<file path="src/rtl/mem_arb_pkg.sv">
// Shared types and constants for the byte-wide memory arbiter.
// Holds the sequencer state enum, LSB size codes, the I/O window tag and a size decoder.
package mem_arb_pkg;

  typedef enum logic [2:0] {
    IDLE    = 3'd0,
    IC_RD   = 3'd1,
    LSB_RD  = 3'd2,
    LSB_WR  = 3'd3,
    IO_WAIT = 3'd4
  } state_e;

  localparam logic [1:0] SZ_B = 2'd0;
  localparam logic [1:0] SZ_H = 2'd1;
  localparam logic [1:0] SZ_W = 2'd2;

  // mem_a[17:16] value that selects the I/O window
  localparam logic [1:0] IO_HI = 2'b11;

  // Size code 3 is treated as a full word
  function automatic logic [2:0] size_bytes(input logic [1:0] sz);
    case (sz)
      SZ_B:    return 3'd1;
      SZ_H:    return 3'd2;
      default: return 3'd4;
    endcase
  endfunction

endpackage

</file>
<file path="src/rtl/mem_arb_grant.sv">
// Request arbitration for the memory arbiter: picks IC or LSB while the sequencer is idle.
// Ports: clk, rst, rdy, idle, rollback, ic_req/lsb_req, ic_done/lsb_done in; grant_ic/grant_lsb out.
// MEM_ARB_RR_EN selects round-robin; otherwise LSB has fixed priority over IC.
module mem_arb_grant
  import mem_arb_pkg::*;
(
  input  logic clk,
  input  logic rst,
  input  logic rdy,
  input  logic idle,
  input  logic rollback,
  input  logic ic_req,
  input  logic lsb_req,
  input  logic ic_done,
  input  logic lsb_done,
  output logic grant_ic,
  output logic grant_lsb
);

  logic ic_cand;
  logic lsb_cand;

  // A requester whose done is still visible is dropping its request
  assign ic_cand  = idle & ~rollback & ic_req  & ~ic_done;
  assign lsb_cand = idle & ~rollback & lsb_req & ~lsb_done;

`ifdef MEM_ARB_RR_EN
  logic last_ic_q;
  logic last_ic_d;

  // Last-grant bit follows each completed access
  always_comb begin
    last_ic_d = last_ic_q;
    if (ic_done) begin
      last_ic_d = 1'b1;
    end else if (lsb_done) begin
      last_ic_d = 1'b0;
    end
  end

  always_ff @(posedge clk or posedge rst) begin
    if (rst) begin
      last_ic_q <= 1'b0;
    end else if (rdy) begin
      last_ic_q <= last_ic_d;
    end
  end

  always_comb begin
    grant_lsb = lsb_cand & (~ic_cand | last_ic_q);
    grant_ic  = ic_cand  & (~lsb_cand | ~last_ic_q);
  end
`else
  always_comb begin
    grant_lsb = lsb_cand;
    grant_ic  = ic_cand & ~lsb_cand;
  end
`endif

endmodule

</file>
<file path="src/rtl/mem_arbiter.sv">
// Owner of the byte-wide RAM/IO port: serialises IC and LSB accesses into byte cycles.
// Ports: clk, rst, rdy; mem_din/mem_dout/mem_a/mem_wr; io_buffer_full; ic_* and lsb_* requester
// ports; rollback. Optional macro MEM_ARB_RR_EN enables round-robin arbitration.
module mem_arbiter #(
  parameter int         ADDR_W = 32,
  parameter logic [1:0] IO_HI  = mem_arb_pkg::IO_HI
) (
  input  logic              clk,
  input  logic              rst,
  input  logic              rdy,
  input  logic [7:0]        mem_din,
  output logic [7:0]        mem_dout,
  output logic [ADDR_W-1:0] mem_a,
  output logic              mem_wr,
  input  logic              io_buffer_full,
  input  logic              ic_req,
  input  logic [ADDR_W-1:0] ic_addr,
  output logic              ic_done,
  output logic [31:0]       ic_data,
  input  logic              lsb_req,
  input  logic              lsb_we,
  input  logic [ADDR_W-1:0] lsb_addr,
  input  logic [1:0]        lsb_size,
  input  logic [31:0]       lsb_wdata,
  output logic              lsb_done,
  output logic [31:0]       lsb_rdata,
  input  logic              rollback
);

  import mem_arb_pkg::*;

  state_e            state_q, state_d;
  logic [ADDR_W-1:0] addr_q, addr_d;
  logic [2:0]        nb_q, nb_d;
  logic [31:0]       wdata_q, wdata_d;
  logic [2:0]        cnt_q, cnt_d;
  logic [31:0]       buf_q, buf_d;
  logic [ADDR_W-1:0] mem_a_q, mem_a_d;
  logic [7:0]        mem_dout_q, mem_dout_d;
  logic              mem_wr_q, mem_wr_d;
  logic              ic_done_q, ic_done_d;
  logic              lsb_done_q, lsb_done_d;
  logic [31:0]       ic_data_q, ic_data_d;
  logic [31:0]       lsb_rdata_q, lsb_rdata_d;

  logic              grant_ic;
  logic              grant_lsb;
  logic [2:0]        nxt;
  logic [1:0]        bi;
  logic [ADDR_W-1:0] wr_a;
  logic [7:0]        wr_b;
  logic              io_addr;
  logic              lsb_io;

  mem_arb_grant u_grant (
    .clk       (clk),
    .rst       (rst),
    .rdy       (rdy),
    .idle      (state_q == IDLE),
    .rollback  (rollback),
    .ic_req    (ic_req),
    .lsb_req   (lsb_req),
    .ic_done   (ic_done_q),
    .lsb_done  (lsb_done_q),
    .grant_ic  (grant_ic),
    .grant_lsb (grant_lsb)
  );

  always_comb begin
    state_d     = state_q;
    addr_d      = addr_q;
    nb_d        = nb_q;
    wdata_d     = wdata_q;
    cnt_d       = cnt_q;
    buf_d       = buf_q;
    mem_a_d     = mem_a_q;
    mem_dout_d  = mem_dout_q;
    mem_wr_d    = 1'b0;
    ic_done_d   = 1'b0;
    lsb_done_d  = 1'b0;
    ic_data_d   = ic_data_q;
    lsb_rdata_d = lsb_rdata_q;

    nxt     = cnt_q + 3'd1;
    // byte landing this edge was addressed two edges ago
    bi      = 2'(nxt - 3'd2);
    wr_a    = addr_q + ADDR_W'(cnt_q);
    wr_b    = wdata_q[{cnt_q[1:0], 3'b000} +: 8];
    io_addr = (addr_q[17:16] == IO_HI);
    lsb_io  = (lsb_addr[17:16] == IO_HI);

    unique case (state_q)
      IDLE: begin
        mem_a_d = '0;
        if (grant_lsb) begin
          addr_d  = lsb_addr;
          nb_d    = size_bytes(lsb_size);
          wdata_d = lsb_wdata;
          buf_d   = '0;
          cnt_d   = '0;
          if (!lsb_we) begin
            state_d = LSB_RD;
            mem_a_d = lsb_addr;
          end else if (lsb_io && io_buffer_full) begin
            state_d = IO_WAIT;
          end else begin
            state_d    = LSB_WR;
            mem_a_d    = lsb_addr;
            mem_dout_d = lsb_wdata[7:0];
            mem_wr_d   = 1'b1;
            cnt_d      = 3'd1;
          end
        end else if (grant_ic) begin
          addr_d  = ic_addr;
          nb_d    = 3'd4;
          buf_d   = '0;
          cnt_d   = '0;
          state_d = IC_RD;
          mem_a_d = ic_addr;
        end
      end

      IC_RD, LSB_RD: begin
        if (rollback) begin
          state_d = IDLE;
          mem_a_d = '0;
          cnt_d   = '0;
        end else begin
          cnt_d = nxt;
          // park on 0 once all bytes are issued so no I/O address repeats
          mem_a_d = (nxt < nb_q) ? addr_q + ADDR_W'(nxt) : '0;
          if (nxt >= 3'd2) begin
            buf_d[{bi, 3'b000} +: 8] = mem_din;
          end
          if (nxt == nb_q + 3'd1) begin
            state_d = IDLE;
            cnt_d   = '0;
            if (state_q == IC_RD) begin
              ic_done_d = 1'b1;
              ic_data_d = buf_d;
            end else begin
              lsb_done_d  = 1'b1;
              lsb_rdata_d = buf_d;
            end
          end
        end
      end

      LSB_WR: begin
        if (cnt_q == nb_q) begin
          state_d    = IDLE;
          cnt_d      = '0;
          mem_a_d    = '0;
          lsb_done_d = 1'b1;
        end else if (io_addr && io_buffer_full) begin
          state_d = IO_WAIT;
          mem_a_d = '0;
        end else begin
          mem_a_d    = wr_a;
          mem_dout_d = wr_b;
          mem_wr_d   = 1'b1;
          cnt_d      = nxt;
        end
      end

      IO_WAIT: begin
        if (!io_buffer_full) begin
          state_d    = LSB_WR;
          mem_a_d    = wr_a;
          mem_dout_d = wr_b;
          mem_wr_d   = 1'b1;
          cnt_d      = nxt;
        end
      end

      default: begin
        state_d = IDLE;
        mem_a_d = '0;
        cnt_d   = '0;
      end
    endcase
  end

  always_ff @(posedge clk or posedge rst) begin
    if (rst) begin
      state_q     <= IDLE;
      addr_q      <= '0;
      nb_q        <= '0;
      wdata_q     <= '0;
      cnt_q       <= '0;
      buf_q       <= '0;
      mem_a_q     <= '0;
      mem_dout_q  <= '0;
      mem_wr_q    <= 1'b0;
      ic_done_q   <= 1'b0;
      lsb_done_q  <= 1'b0;
      ic_data_q   <= '0;
      lsb_rdata_q <= '0;
    end else if (rdy) begin
      state_q     <= state_d;
      addr_q      <= addr_d;
      nb_q        <= nb_d;
      wdata_q     <= wdata_d;
      cnt_q       <= cnt_d;
      buf_q       <= buf_d;
      mem_a_q     <= mem_a_d;
      mem_dout_q  <= mem_dout_d;
      mem_wr_q    <= mem_wr_d;
      ic_done_q   <= ic_done_d;
      lsb_done_q  <= lsb_done_d;
      ic_data_q   <= ic_data_d;
      lsb_rdata_q <= lsb_rdata_d;
    end
  end

  assign mem_a     = mem_a_q;
  assign mem_dout  = mem_dout_q;
  assign mem_wr    = mem_wr_q;
  assign ic_done   = ic_done_q;
  assign ic_data   = ic_data_q;
  assign lsb_done  = lsb_done_q;
  assign lsb_rdata = lsb_rdata_q;

endmodule

</file>
<file path="config.mk">
export PLATFORM = sky130hd
export DESIGN_NAME = mem_arbiter
export DESIGN_NICKNAME = d
export VERILOG_FILES = /design/src/rtl/mem_arb_pkg.sv /design/src/rtl/mem_arb_grant.sv /design/src/rtl/mem_arbiter.sv
export SDC_FILE = /design/constraint.sdc
export NUM_CORES = 1
export LEC_CHECK = 0
export BUFFER_PORTS_ARGS = -buffer_cell sky130_fd_sc_hd__buf_2
export CORE_MARGIN = 2
export CORE_UTILIZATION = 55
export CTS_CLUSTER_SIZE = 10
export DETAILED_ROUTE_END_ITERATION = 10
export PLACE_DENSITY = 0.8
export SLEW_MARGIN = 20
export SYNTH_ARGS = -nofsm -noshare
export SYNTH_HDL_FRONTEND = slang
export SYNTH_SLANG_ARGS = --single-unit
</file>
<file path="constraint.sdc">
create_clock -name clk -period 9 [get_ports clk]
set_input_delay 2.7 -clock clk [delete_from_list [all_inputs] [get_ports clk]]
set_output_delay 2.7 -clock clk [all_outputs]
set_load 0.02 [all_outputs]
</file>
==> results.cfg <==
[grt]
grt-ovfl-total = 0
grt_pass1_wl_mm = 48.7
grt_antenna_before_repair = 3
grt_pass1_vias = 9168
grtUsageTotal = 0.279
grt_max_degree = 141

[cells_and_area]
nFillCells = 1633
regArea_um2 = 5310
final_util = 0.650
syn2layout_area_growth_pct = 16.1
nNetsFinal = 1370
drive_gt1_frac = 0.327
multiInputGateArea_um2 = 5570

[clocking]
clkTransAtPathRegs_ps = 60
clock_latency_ps = 520
cts_tree = done
numClockSinks = 212
clock_path_buffers = 3
ctsResizeCount = 0
htreeDepth = 1
post-cts-setup-buffers = 0
hold_buffers = 0
numCtsBuffers = 25
cts_root_buf = clkbuf_16

[floorplanning]
ios = 221
std_cell_rows = 52
core_um2 = 20200
fp.dieArea_um2 = 21800
die_h_um = 148
chipWidth_um = 148
start_util = 0.560

[critical_path]
worstPathRequired_ps = 9460
r2r-end = mem_a[22]$_DFFE_PP0P_
r2r_setup_slack_ps = 4950
cp-end-kind = register
max_stage_delay_ps = 690
cpMaxStageDelayCell = nand2b_1
setup.worst_path.class = in2reg
r2r_cells = 10
start_kind = primary input
worstPathCellList = buf_2 > nor4_1 > nand2b_1 > nor2_2 > buf_4 > a222oi_1 > o21ai_0 > a22o_1
r2r_start = cnt_q[1]$_DFFE_PP0P_
cp.arrival_ps = 5050
crit_fanout = 33

[route]
drc = 0
dr_total_vias = 9336
drtIter0Drc = 878
dr.pass1.iters = 6
wl_per_cell_um = 20.4
antenna_left = 0
wl_mm = 30.9
vias_per_cell = 6.16

[timing]
hold_violations = 0
grt_setup_unrepaired = false
setup_violations = 0
post-route-period-util = 0.510
fin_setup_tns_ps = 0
drv_slew = 0
skew_ps = 10.0
tightest_slew_ps = 1140
period_minus_slack_ps = 4590
fin_ws_ps = 4410
slew_headroom = 0.241
max_freq_ghz = 0.218

[synth]
async_flop_share = 1.00
synth_top_cell_by_area = dfrtp_1
synth-main-ff-cell = dfrtp_1
synthDistinctLibCells = 76
synth_top_area_frac = 0.468
synth_edf_count = 0
synth_area_leaders = dfrtp_1 (47%), mux2_2 (11%), nand2_1 (4.5%)
seq_area_frac_synth = 0.468
netlist_area_um2 = 11300
syn_area_per_cell_um2 = 10.7
ys_ff_latch = 212
synth_nets = 1192
netlist_instances = 1060
yosys_warnings = 0

[power_and_ir_drop]
peakVddDrop_v = 0.000198
p_leak_nw = 6.34
power.density_nw_per_um2 = 274

[placed_design]
hpwl_mm = 21.1
dp_slack_ps = 3880
gp_congestion = 0.970
port_buffers = 220

[min_path]
min_path_type = reg2reg
whs_path_depth = 1
min_from = mem_wr$_DFFE_PP0P_
worst_hold_path.endpoint = mem_wr$_DFFE_PP0P_

[outcome]
outcome = complete, no violations

[flow_run]
drv_cap = 0
-- Yosys cell counts, drive strengths merged (2+ instances only) --
cell and n:
nor3b 4, and3 6, a22o 52, clkbuf 31, a21oi 21, o311ai 8, nor3 16, a31oi 6
nand3 21, nand2b 4, xnor2 17, fa 2, xor2 26, mux4 8, nor4 7, nor2b 3
o21ai 100, or2 2, nand4 11, ha 16, nor2 39, and4 3, o2bb2ai 2, dfrtp 212
nand2 137, o22ai 5, a2bb2oi 3, mux2i 33, o211ai 2, a222oi 19, a21o 4, and2 8
a21boi 3, or3 2, mux2 114, nand3b 2, buf 48, o31ai 2, o221ai 3, a32oi 2
a221o 2, inv 22, a22oi 17, or4 2
-- power by group --
group          leakage, nW  internal [W]  switching [W]  total [W]
logic                 3.17      0.000526       0.000748    0.00127
registers             2.84       0.00120       0.000248    0.00145
clock network        0.332      0.000511       0.000376   0.000887
total                 6.34       0.00224        0.00137    0.00361
-- state kept, by name, indices dropped and copies added (netlist names), 8 cells and up --
signal     cells
mem_a         32
lsb_rdata     32
buf_q         32
mem_dout       8
ic_data       32
addr_q        32
wdata_q       32
-- worst max path at each step --
stage | start | endpoint
global placement | rollback | mem_a[6]$_DFFE_PP0P_
CTS | rollback | mem_a[2]$_DFFE_PP0P_
finish | rollback | mem_a[2]$_DFFE_PP0P_
floorplan | rst | addr_q[0]$_DFFE_PP0P_
detailed placement | rollback | mem_a[2]$_DFFE_PP0P_
global route | rollback | mem_a[2]$_DFFE_PP0P_
-- per-stage QoR --
stage | instance area (µm²) | instances | power [W] | hold WS [ps]
global placement | 12500 | 1481 | 0.00267 | 462
detailed placement | 12500 | 1481 | 0.00271 | 468
CTS | 13100 | 1513 | 0.00360 | 491
global route | 13200 | 1513 | 0.00380 | 515
floorplan | 11300 | 1060 | 0.00234 | 466
finish | 13200 | 1515 | 0.00361 | 491
-- routing by layer --
metal / GRT usage / vias up / wire [µm]
li1: - / 4226 / -
met1: 0.383 / 4550 / 12700
met2: 0.447 / 471 / 14400
met3: 0.0481 / 87 / 2580
met4: 0.109 / 2 / 1150
met5: 0 / - / 9
-- placed cells by master, fill, tap and decap left out, drive strengths merged, types with 7 or more instances in the layout --
master / instances
mux2: 114
mux4: 8
a22o: 52
inv: 23
a222oi: 19
nand2: 137
nor2: 39
buf: 230
ha: 16
and2: 8
nor3: 16
xor2: 26
a22oi: 17
a21oi: 21
nor4: 7
dfrtp: 212
nand4: 11
nand3: 21
clkbuf: 31
mux2i: 33
o311ai: 8
xnor2: 17
o21ai: 100
-- cell families after synthesis --
group / share of synthesized area
AND/OR/NAND/NOR: 0.115
AO/OA/AOI/OAI: 0.161
adder cells (fa/ha/maj): 0.0212
multiplexers: 0.158
XOR/XNOR: 0.0346
flip-flops: 0.468
buffers and inverters: 0.0419
-- layout make-up --
| class | count | area share |
|---|---|---|
| flip-flops and latches | 212 | 0.403 |
| diodes | 2 | 0.000380 |
| repair buffers | 230 | 0.0894 |
| multi-input cells | 747 | 0.423 |
| well taps | 270 | 0.0257 |
| clock buffers | 31 | 0.0508 |
| inverters | 22 | 0.00685 |
| clock inverters | 1 | 0.000666 |
-- worst max-delay path, delay by kind of cell --
family                 cells  cell delay (ps)
buffers and inverters      2              530
and+or+nand+nor            3             1310
AOI/OAI and AO/OA          3              500
No activity file was read; power rests on OpenSTA's default activity.
